<file path="config.mk">
export PLATFORM = sky130hd
export DESIGN_NAME = ram_arbiter
export DESIGN_NICKNAME = d
export VERILOG_FILES = /design/src/rtl/riscv_mem_pkg.sv /design/src/rtl/arb_starve_cnt.sv /design/src/rtl/ram_arbiter.sv
export SDC_FILE = /design/constraint.sdc
export NUM_CORES = 1
export LEC_CHECK = 0
export BUFFER_PORTS_ARGS = -buffer_cell sky130_fd_sc_hd__buf_4
export CAP_MARGIN = 20
export CORE_AREA = 3 3 105 107
export CTS_CLUSTER_DIAMETER = 40
export CTS_CLUSTER_SIZE = 40
export DETAILED_ROUTE_END_ITERATION = 12
export DIE_AREA = 0 0 108 110
export RECOVER_POWER = 100
export SLEW_MARGIN = 0
export SYNTH_ARGS = -nofsm -noshare
export SYNTH_HDL_FRONTEND = slang
export SYNTH_SLANG_ARGS = --single-unit
</file>
<file path="constraint.sdc">
create_clock -name clk -period 2.2 [get_ports clk]
set_input_delay 0.44 -clock clk [delete_from_list [all_inputs] [get_ports clk]]
set_output_delay 0.44 -clock clk [all_outputs]
set_load 0.05 [all_outputs]
</file>
<file path="src/rtl/riscv_mem_pkg.sv">
// Shared memory-side constants and the response-owner encoding for the RAM arbiter.
package riscv_mem_pkg;
  localparam int ADDR_W = 32;
  localparam int DATA_W = 32;
  localparam int STRB_W = DATA_W / 8;

  typedef enum logic [1:0] {
    OWN_NONE = 2'd0,
    OWN_IF   = 2'd1,
    OWN_LS   = 2'd2
  } owner_t;
endpackage

</file>
<file path="src/rtl/arb_starve_cnt.sv">
// Counts consecutive cycles a fetch is denied by load/store; flags starvation at LIMIT.
// Saturating 3-bit counter, registered; the flag is valid in the same cycle as the count.
module arb_starve_cnt #(
  parameter int LIMIT = 4
) (
  input  logic clk,
  input  logic rst_n,
  input  logic if_req,
  input  logic ls_req,
  input  logic if_gnt,
  output logic starved
);
  localparam logic [2:0] LIM = 3'(LIMIT);

  logic [2:0] cnt;

  always_ff @(posedge clk) begin
    if (!rst_n)
      cnt <= 3'd0;
    else if (!if_req || if_gnt)
      cnt <= 3'd0;
    else if (ls_req && cnt != LIM)
      cnt <= cnt + 3'd1;
  end

  assign starved = if_req && (cnt == LIM);
endmodule

</file>
<file path="src/rtl/ram_arbiter.sv">
// Two-port (fetch, load/store) arbiter onto a single-port RAM; grants are same-cycle, read data returns 1 cycle later, no back-pressure.
// Load/store wins by default; define RAM_ARB_FAIR_EN to force a fetch grant after STARVE_LIMIT denials.
module ram_arbiter
  import riscv_mem_pkg::*;
#(
  parameter int STARVE_LIMIT = 4
) (
  input  logic              clk,
  input  logic              rst_n,
  input  logic              if_req,
  input  logic [ADDR_W-1:0] if_addr,
  input  logic              if_flush,
  output logic              if_gnt,
  output logic              if_rvalid,
  output logic [DATA_W-1:0] if_rdata,
  input  logic              ls_req,
  input  logic              ls_we,
  input  logic [STRB_W-1:0] ls_wstrb,
  input  logic [ADDR_W-1:0] ls_addr,
  input  logic [DATA_W-1:0] ls_wdata,
  output logic              ls_gnt,
  output logic              ls_rvalid,
  output logic [DATA_W-1:0] ls_rdata,
  output logic              ram_en,
  output logic [STRB_W-1:0] ram_we,
  output logic [ADDR_W-1:0] ram_addr,
  output logic [DATA_W-1:0] ram_wdata,
  input  logic [DATA_W-1:0] ram_rdata
);
  owner_t owner, owner_nxt;
  logic   force_if;

`ifdef RAM_ARB_FAIR_EN
  arb_starve_cnt #(.LIMIT(STARVE_LIMIT)) u_starve (
    .clk     (clk),
    .rst_n   (rst_n),
    .if_req  (if_req),
    .ls_req  (ls_req),
    .if_gnt  (if_gnt),
    .starved (force_if)
  );
`else
  logic unused_starve_limit;
  assign unused_starve_limit = |STARVE_LIMIT;
  assign force_if = 1'b0;
`endif

  // Grants are masked by reset so nothing reaches the RAM while rst_n is low.
  always_comb begin
    ls_gnt = 1'b0;
    if_gnt = 1'b0;
    if (rst_n) begin
      ls_gnt = ls_req && !force_if;
      if_gnt = if_req && !ls_gnt;
    end
  end

  always_comb begin
    ram_en    = if_gnt | ls_gnt;
    ram_addr  = '0;
    ram_wdata = '0;
    ram_we    = '0;
    if (ls_gnt) begin
      ram_addr  = ls_addr;
      ram_wdata = ls_wdata;
      if (ls_we)
        ram_we = ls_wstrb;
    end else if (if_gnt) begin
      ram_addr = if_addr;
    end
  end

  always_ff @(posedge clk) begin
    if (!rst_n)
      owner <= OWN_NONE;
    else
      owner <= owner_nxt;
  end

  always_comb begin
    owner_nxt = OWN_NONE;
    if (ls_gnt && !ls_we)
      owner_nxt = OWN_LS;
    else if (if_gnt)
      owner_nxt = OWN_IF;
  end

  // rst_n gating drops a response whose grant preceded a reset edge.
  assign if_rvalid = rst_n && (owner == OWN_IF) && !if_flush;
  assign ls_rvalid = rst_n && (owner == OWN_LS);
  assign if_rdata  = ram_rdata;
  assign ls_rdata  = ram_rdata;
endmodule

</file>
Word level (Yosys, flattened, before mapping)
Index checks and enable logic that the tools add are counted.
Word-level totals
  output and inout bits: 137
  bits in registers: 2
  word-level logic and storage cells: 24
Operators by class
  muxes and demuxes: 9
  equality and inequality tests: 2
  reductions and logical operators: 9
  bitwise gates (word level): 2
Operator list (number)
  32-bit two-way mux: 3
  4-bit two-way mux: 2
  1-bit logical AND: 5
  1-bit zero test: 3
  1-bit two-way mux: 3
  2-bit by 1-bit equality test with 1-bit output (second input constant): 1
  2-bit equality test (second input constant): 1
  2-bit two-way mux: 1
  2-bit OR reduction: 1
  1-bit inverter: 1
  1-bit bitwise OR: 1

Depth between registers and ports, before layout
Gate-level depths: netlist of the first run.
  word-level depth: 5
  mapped depth: 4

Least setup slack after synthesis of the first run
No wires, ideal clock.
  kind: input-to-output
  start: input if_flush
  end: output if_rvalid
  path buffers: 0
  cell stages on the path: 1
  arrival time: 1971 ps
  setup slack: -211 ps
  cell sequence: nor4bb_1
On the way
  word-level cells in the longest chain between the ends: 2
RTL lines
  from (decl): line ram_arbiter.sv:12  | input logic if_flush,
  1-bit zero test: line ram_arbiter.sv:89  | assign if_rvalid = rst_n && (owner == OWN_IF) && !if_flush;
  1-bit logical AND: line ram_arbiter.sv:89
  to (decl): line ram_arbiter.sv:14  | output logic if_rvalid,
No other way between the ends.

Final worst setup path of the first run
  start: input rst_n
  end: output if_gnt
On the way
  word-level cells in the longest chain between the ends: 1
RTL lines
  from (decl): line ram_arbiter.sv:9  | input logic rst_n,
  1-bit two-way mux: line ram_arbiter.sv:52  | if (rst_n) begin
  to (decl): line ram_arbiter.sv:13  | output logic if_gnt,
No other way between the ends.

==> qor.csv, run 1 <==
metric,value,unit
"CP delay by family, top",buffers and inverters,
starting density of the core,0.126,
RSZ-0062 raised after global routing,no,
WP data arrival,1.55,ns
combinational power share,0.752,
Sink Count,2,
Post-Syn Area,1280,sq um
initial antenna violation count,0,
Final GP Congestion,0.748,
Regs by FF count,owner x2,
number of CTS-inserted buffers,3,
Fillers,1161,
minimum clock period,1.99,ns
nets,403,
Gate Count Post-Synth,161,
vias in the first global route,1546,
kind of critical path,input port to output port,
maximum clock insertion buffer count,2,
n_diodes,0,
Row Count,37,
Max Transition Viols Final,0,
Max rail drop VDD,239,uV
worst hold path class,input port to register,
IO Count,275,
"Setup violations, final",0,
Setup crit end kind,output port,
layout cells sized above 1,0.768,
Net Sw Frac,0.506,
max reg flops,2,
root buffer cell,clkbuf_8,
f_max,502,MHz
post-route ant nets,0,
P_int,0.000364,W
Layout area overhead,61.8,%
mean post-synth cell area,7.98,sq um
"area leader, netlist",buf_4,
post_cts resized,0,
Worst path slowest cell,clkbuf_1,
most frequent cells in the layout,"buf_4 (108), clkbuf_2 (68), and3_1 (36)",
final wirelength,5870,um
H-tree lvl count,1,
clock group share of total power,0.195,
DPL Wire Length,4710,um
drt first pass iters,4,
yosys warns,0,
Slew HR,0.599,
drt drc,0,
"Req. time, crit path",1.76,ns
static leakage,1.28,nW
Crit path buffers/inverters,3,
number of max-cap violations,0,
GR Overflow Total,0,
DR WL/cell,14.7,um
width of the die,108,um
core area,10200,sq um
Final Hold Fails,0,
most flop-heavy register,owner,
via count,1559,
largest stage delay on the critical path,0.47,ns
ratio of total power to cell area,355,nW/um^2
setup TNS,0,ns
Sw Pwr,0.000373,W
Max Fanout on Critical Path,34,
hold buffer count at CTS,0,
"top cells by area, synth","buf_4 (38%), a32o_2 (18%), and3_1 (18%), a32o_1 (9.3%), buf_6 (6.1%)",
startpoint types,input port,
postcts setup bufs,0,
Reg power frac,0.053,
crit path cell chain,buf_4 -> nor2b_4 -> buf_12 -> and2_1 -> clkbuf_1,
status,"finished, final reports clean",
GRT Overall Usage,0.0816,
"commonest non-fill, non-tap cell in the layout",buf_4,
"Seq/Total Area, Yosys",0.0312,
overall die area,11900,sq um
Tightest Pin Transition,0.603,ns
post-synthesis register bit count,2,
Final Total Pwr,0.000737,W
detailed router's first-iteration violation count,71,
syn nets,299,
Yosys top cell area share,0.380,
Clock transition at path regs,0.03,ns
Yosys cell types,16,
DIE HEIGHT,110,um
final worst-path cycle share,0.905,
first-pass GRT wire length,7950,um
PortBufs,178,
vias per inst,3.91,
CTS tree,built,
largest net degree at the start of global routing,39,
[power groups by stage]
stage               clock network [W]  registers (W)  logic (W)
floorplan                           0      0.0000391   0.000657
global placement                    0      0.0000393   0.000593
detailed placement                  0      0.0000393   0.000598
CTS                          0.000149      0.0000389   0.000600
global route                 0.000155      0.0000390   0.000585
finish                       0.000144      0.0000389   0.000555
[cell usage after synthesis]
| master | number |
|---|---|
| o21a_1 | 1 |
| nor2b_1 | 1 |
| and2_1 | 2 |
| clkbuf_1 | 7 |
| buf_4 | 65 |
| dfxtp_1 | 2 |
| nor2_1 | 1 |
| and3_1 | 36 |
| a32o_2 | 20 |
| nand2_1 | 1 |
| nor4bb_1 | 1 |
| buf_6 | 7 |
| buf_2 | 3 |
| a32o_1 | 12 |
| and2_4 | 1 |
| nor2b_4 | 1 |
[final cells by class]
class / count / area [sq um] / area share
Timing Repair Buffer: 181 / 1190 / 0.570
Multi-Input combinational cell: 77 / 642 / 0.309
Tap cell: 136 / 170 / 0.0818
Clock buffer: 3 / 41.3 / 0.0199
Sequential cell: 2 / 40.0 / 0.0193
[final timing paths]
path,cells past startpoint,end,start
worst max-delay path,5,if_gnt,rst_n
worst min-delay path,2,owner[1],ls_we
[metrics by stage]
stage / worst slack (ns) / area, sq um / util / hold WS [ns] / cells
4_1_cts: 0.331 / 2270 / 0.221 / 0.430 / 399
3_3_place_gp: 0.372 / 2220 / 0.217 / 0.633 / 396
6_report: 0.209 / 2080 / 0.203 / 0.431 / 399
2_1_floorplan: 0.313 / 1290 / - / 0.512 / 161
3_5_place_dp: 0.330 / 2220 / 0.217 / 0.650 / 396
5_1_grt: 0.148 / 2080 / 0.203 / 0.432 / 399
[metal layers]
| layer | GRT usage | up-vias | part of all wire |
|---|---|---|---|
| li1 | - | 740 | - |
| met1 | 0.101 | 723 | 0.39 |
| met2 | 0.141 | 72 | 0.52 |
| met3 | 0.0163 | 24 | 0.076 |
| met4 | 0.0307 | 0 | 0.021 |
| met5 | 0 | - | 0 |
[cell families after synthesis]
| kind of cell | synth area share |
|---|---|
| buffers and inverters | 0.473 |
| and+or+nand+nor | 0.221 |
| AOI/OAI and AO/OA | 0.275 |
| DFF | 0.0312 |
Note: power is estimated with default switching activity, not from simulation.
==> run 2: changes to the inputs <==
--- a/config.mk
+++ b/config.mk
@@ -7,11 +7,11 @@
 export LEC_CHECK = 0
 export BUFFER_PORTS_ARGS = -buffer_cell sky130_fd_sc_hd__buf_4
 export CAP_MARGIN = 20
-export CORE_AREA = 3 3 105 107
+export CORE_AREA = 3 3 107 109
 export CTS_CLUSTER_DIAMETER = 40
 export CTS_CLUSTER_SIZE = 40
 export DETAILED_ROUTE_END_ITERATION = 12
-export DIE_AREA = 0 0 108 110
+export DIE_AREA = 0 0 110 112
 export RECOVER_POWER = 100
 export SLEW_MARGIN = 0
 export SYNTH_ARGS = -nofsm -noshare
==> run 2 against run 1 <==
- sequential cell count did not move
- via count rose by 1.7%
- final cell count rose by 1.0%
- worst hold slack got worse by 0.013 ns
- final area rose by 0.18%
- sequential power barely moved
- first-iteration DRC count rose by 4.2%
- sequential share of layout area barely moved
- critical endpoint is now ls_gnt
==> qor.csv, run 2 (same netlist as run 1, synthesis figures left out) <==
metric,value,unit
kind of critical path,input port to output port,
minimum clock period,1.97,ns
postcts setup bufs,0,
DR WL/cell,13.4,um
met3 Usage GRT,0.0197,
starting density of the core,0.120,
"CP delay by family, top",buffers and inverters,
Sink Count,2,
Multi-input gate area,636,sq um
initial antenna violation count,0,
via count,1585,
drt first pass iters,4,
maximum clock insertion buffer count,2,
largest net degree at the start of global routing,39,
largest stage delay on the critical path,0.51,ns
Final GP Congestion,0.687,
static leakage,1.29,nW
Fillers,1238,
status,"finished, final reports clean",
Regs by FF count,owner x2,
core area,10700,sq um
IO Count,275,
"Setup violations, final",0,
setup TNS,0,ns
overall die area,12300,sq um
nets,403,
drt drc,0,
ratio of total power to cell area,351,nW/um^2
layout cells sized above 1,0.772,
"Req. time, crit path",1.76,ns
n_diodes,0,
WP data arrival,1.53,ns
H-tree lvl count,1,
Layout area overhead,62.1,%
Final Hold Fails,0,
post-route ant nets,0,
GR Overflow Total,0,
DPL Wire Length,4510,um
root buffer cell,clkbuf_8,
crit path cell chain,buf_4 -> and2_4 -> clkbuf_1,
most flop-heavy register,owner,
RSZ-0062 raised after global routing,no,
Setup crit end kind,output port,
number of CTS-inserted buffers,3,
placed instance count,400,
vias in the first global route,1542,
Tightest Pin Transition,0.591,ns
post_cts resized,0,
Slew HR,0.607,
Layout Cells excl Fill,403,
met2 GRT Util,0.141,
width of the die,110,um
Crit path depth,3,
GRT Max-Usage Layer,met2,
PortBufs,178,
max reg flops,2,
"commonest non-fill, non-tap cell in the layout",buf_4,
first-pass GRT wire length,7560,um
FF/Latch Area,40.0,sq um
Max Fanout on Critical Path,38,
Max rail drop VDD,174,uV
met1 usage,0.0764,
startpoint types,input port,
DIE HEIGHT,112,um
most frequent cells in the layout,"buf_4 (109), clkbuf_2 (69), and3_1 (36)",
Clock transition at path regs,0.03,ns
hold buffer count at CTS,0,
Hold Path End,owner[1],
vias per inst,3.93,
worst hold path class,input port to register,
Max Transition Viols Final,0,
detailed router's first-iteration violation count,74,
Worst path slowest cell,clkbuf_1,
GRT Overall Usage,0.0744,
hold wc startpoint,ls_we,
number of max-cap violations,0,
Crit path buffers/inverters,2,
final worst-path cycle share,0.895,
Hold Path Stages,2,
final wirelength,5410,um
f_max,508,MHz
Row Count,38,
CTS tree,built,
## run 2: cell types whose count changed in the layout (fill, tap and decap cells not counted), sizes merged
cell and change:
clkbuf -1, buf +1
## run 2: how the worst max path moves through the flow
stage	from	end	slack (ns)
floorplan	if_flush	if_rvalid	0.31
global placement	ls_req	ram_we[1]	0.36
detailed placement	ls_req	ram_addr[22]	0.33
CTS	ls_req	ram_addr[22]	0.33
global route	rst_n	ram_wdata[4]	0.15
finish	ls_req	ls_gnt	0.23
## run 2: layer usage
layer,vias up,part of all wire,wire length (um)
met1,721,0.34,1840
met4,0,0.024,130
met3,24,0.11,571
li1,742,-,-
met2,98,0.53,2860
met5,-,0,0
## run 2: area by class of cell
class	count	area share
multi-input combinational	77	0.305
timing repair buffer	181	0.572
sequential	2	0.0192
clock buffer	3	0.0198
tap	140	0.0841
## run 2: power breakdown
part           internal [W]  switching, W   total, W  leakage, nW
Combinational      0.000210      0.000340   0.000551         1.25
Sequential        0.0000381   0.000000805  0.0000389       0.0164
Clock              0.000115     0.0000254   0.000141       0.0216
Total              0.000364      0.000366   0.000730         1.29
## run 2: per-stage QoR
stage / total power (W) / setup WS (ns) / utilization / hold WS (ns) / cell area [sq um]
final: 0.000730 / 0.232 / 0.195 / 0.418 / 2080
after detailed placement: 0.000634 / 0.334 / 0.208 / 0.632 / 2230
after floorplan: 0.000696 / 0.313 / - / 0.512 / 1290
after global routing: 0.000767 / 0.154 / 0.195 / 0.428 / 2080
after CTS: 0.000781 / 0.330 / 0.212 / 0.414 / 2270
after global placement: 0.000628 / 0.362 / 0.208 / 0.627 / 2230
==> run 3: changes to the inputs <==
--- a/config.mk
+++ b/config.mk
@@ -12,6 +12,7 @@
 export CTS_CLUSTER_SIZE = 40
 export DETAILED_ROUTE_END_ITERATION = 12
 export DIE_AREA = 0 0 110 112
+export PLACE_DENSITY = 0.48
 export RECOVER_POWER = 100
 export SLEW_MARGIN = 0
 export SYNTH_ARGS = -nofsm -noshare
==> run 3 against run 2 <==
- combinational power about the same
- clock-buffer cell count unchanged
- sequential cell count unchanged
- critical path depth increased by 2
- total power increased by 0.37%
- utilization about the same
- maximum frequency decreased by 1.3%
- sequential share of layout area about the same
- wire length decreased by 2.7%
- global-route usage decreased by 0.17 points
- sequential power about the same
- critical path type unchanged
- highest routed layer unchanged
==> qor.csv, run 3 (same netlist as run 1, synthesis figures left out) <==
metric,value,unit
status,"finished, final reports clean",
starting density of the core,0.120,
number of CTS-inserted buffers,3,
H-tree lvl count,1,
CTS tree,built,
final wirelength,5260,um
core area,10700,sq um
RSZ-0062 raised after global routing,no,
n_diodes,0,
startpoint types,input port,
f_max,502,MHz
Row Count,38,
Max Fanout on Critical Path,34,
static leakage,1.29,nW
Worst path slowest cell,clkbuf_1,
Setup crit end kind,output port,
DPL Wire Length,4280,um
first-pass GRT wire length,7330,um
DR WL/cell,13.1,um
Layout area overhead,62.5,%
Clock transition at path regs,0.03,ns
Tightest Pin Transition,0.622,ns
drt drc,0,
ratio of total power to cell area,351,nW/um^2
nets,403,
hold buffer count at CTS,0,
post_cts resized,0,
Final Total Pwr,0.000733,W
detailed router's first-iteration violation count,59,
initial antenna violation count,0,
Slew HR,0.587,
crit path cell chain,buf_4 -> nor2b_4 -> buf_12 -> and2_1 -> clkbuf_1,
Finished Core Util,0.195,
DIE HEIGHT,112,um
Sink Count,2,
largest net degree at the start of global routing,39,
largest stage delay on the critical path,0.48,ns
"Req. time, crit path",1.76,ns
Fillers,1229,
"Setup violations, final",0,
drt first pass iters,6,
Final GP Congestion,0.714,
max reg flops,2,
overall die area,12300,sq um
via count,1545,
root buffer cell,clkbuf_8,
vias per inst,3.83,
Max Transition Viols Final,0,
setup TNS,0,ns
width of the die,110,um
vias in the first global route,1491,
GR Overflow Total,0,
maximum clock insertion buffer count,2,
Regs by FF count,owner x2,
layout cells sized above 1,0.772,
postcts setup bufs,0,
minimum clock period,1.99,ns
most flop-heavy register,owner,
PortBufs,178,
GRT Overall Usage,0.0727,
final worst-path cycle share,0.906,
Final Hold Fails,0,
most frequent cells in the layout,"buf_4 (111), clkbuf_2 (68), and3_1 (36)",
number of max-cap violations,0,
kind of critical path,input port to output port,
worst hold path class,input port to register,
Max rail drop VDD,129,uV
"commonest non-fill, non-tap cell in the layout",buf_4,
IO Count,275,
WP data arrival,1.55,ns
post-route ant nets,0,
==> run 3: changes by cell type in the layout (fill, tap and decap cells not counted) <==
| cell | previous run | this run |
|---|---|---|
| buf_4 | 109 | 111 |
| a32o_1 | 13 | 14 |
| clkbuf_2 | 69 | 68 |
| clkbuf_1 | 2 | 1 |
| a32o_2 | 19 | 18 |
==> run 3: worst paths after layout <==
path / cells after the start / start / slack, ns / endpoint
setup / recovery: 5 / ls_req / 0.21 / if_gnt
hold / removal: 2 / ls_we / 0.42 / owner[1]
==> run 3: final cells by class <==
| cell class | count | area, sq um | area share |
|---|---|---|---|
| Clock buffer | 3 | 41.3 | 0.0198 |
| Tap cell | 140 | 175 | 0.0839 |
| Multi-Input combinational cell | 77 | 634 | 0.304 |
| Timing Repair Buffer | 181 | 1200 | 0.573 |
| Sequential cell | 2 | 40.0 | 0.0192 |
==> run 3: stage by stage <==
stage	area, sq um	setup WS, ns	hold WS, ns	instances
2_1_floorplan	1290	0.313	0.512	161
3_3_place_gp	2230	0.343	0.628	400
3_5_place_dp	2230	0.330	0.631	400
4_1_cts	2270	0.328	0.410	403
5_1_grt	2090	0.140	0.418	403
6_report	2090	0.207	0.417	403
==> run 3: critical path, delay by kind of cell <==
kind | cells | cell delay [ns]
buffers and inverters | 3 | 0.82
AND/OR/NAND/NOR | 2 | 0.27
==> run 3: per-layer routing <==
layer | up-vias | global-route usage | wire, um
li1 | 740 | - | -
met1 | 690 | 0.0845 | 1950
met2 | 92 | 0.129 | 2700
met3 | 23 | 0.0180 | 519
met4 | 0 | 0.0208 | 93
met5 | - | 0 | 0
==> run 3: power breakdown <==
group	internal [W]	switching, W	leakage, nW
Clock	0.000115	0.0000264	0.0216
Combinational	0.000211	0.000341	1.25
Sequential	0.0000381	0.000000649	0.0164
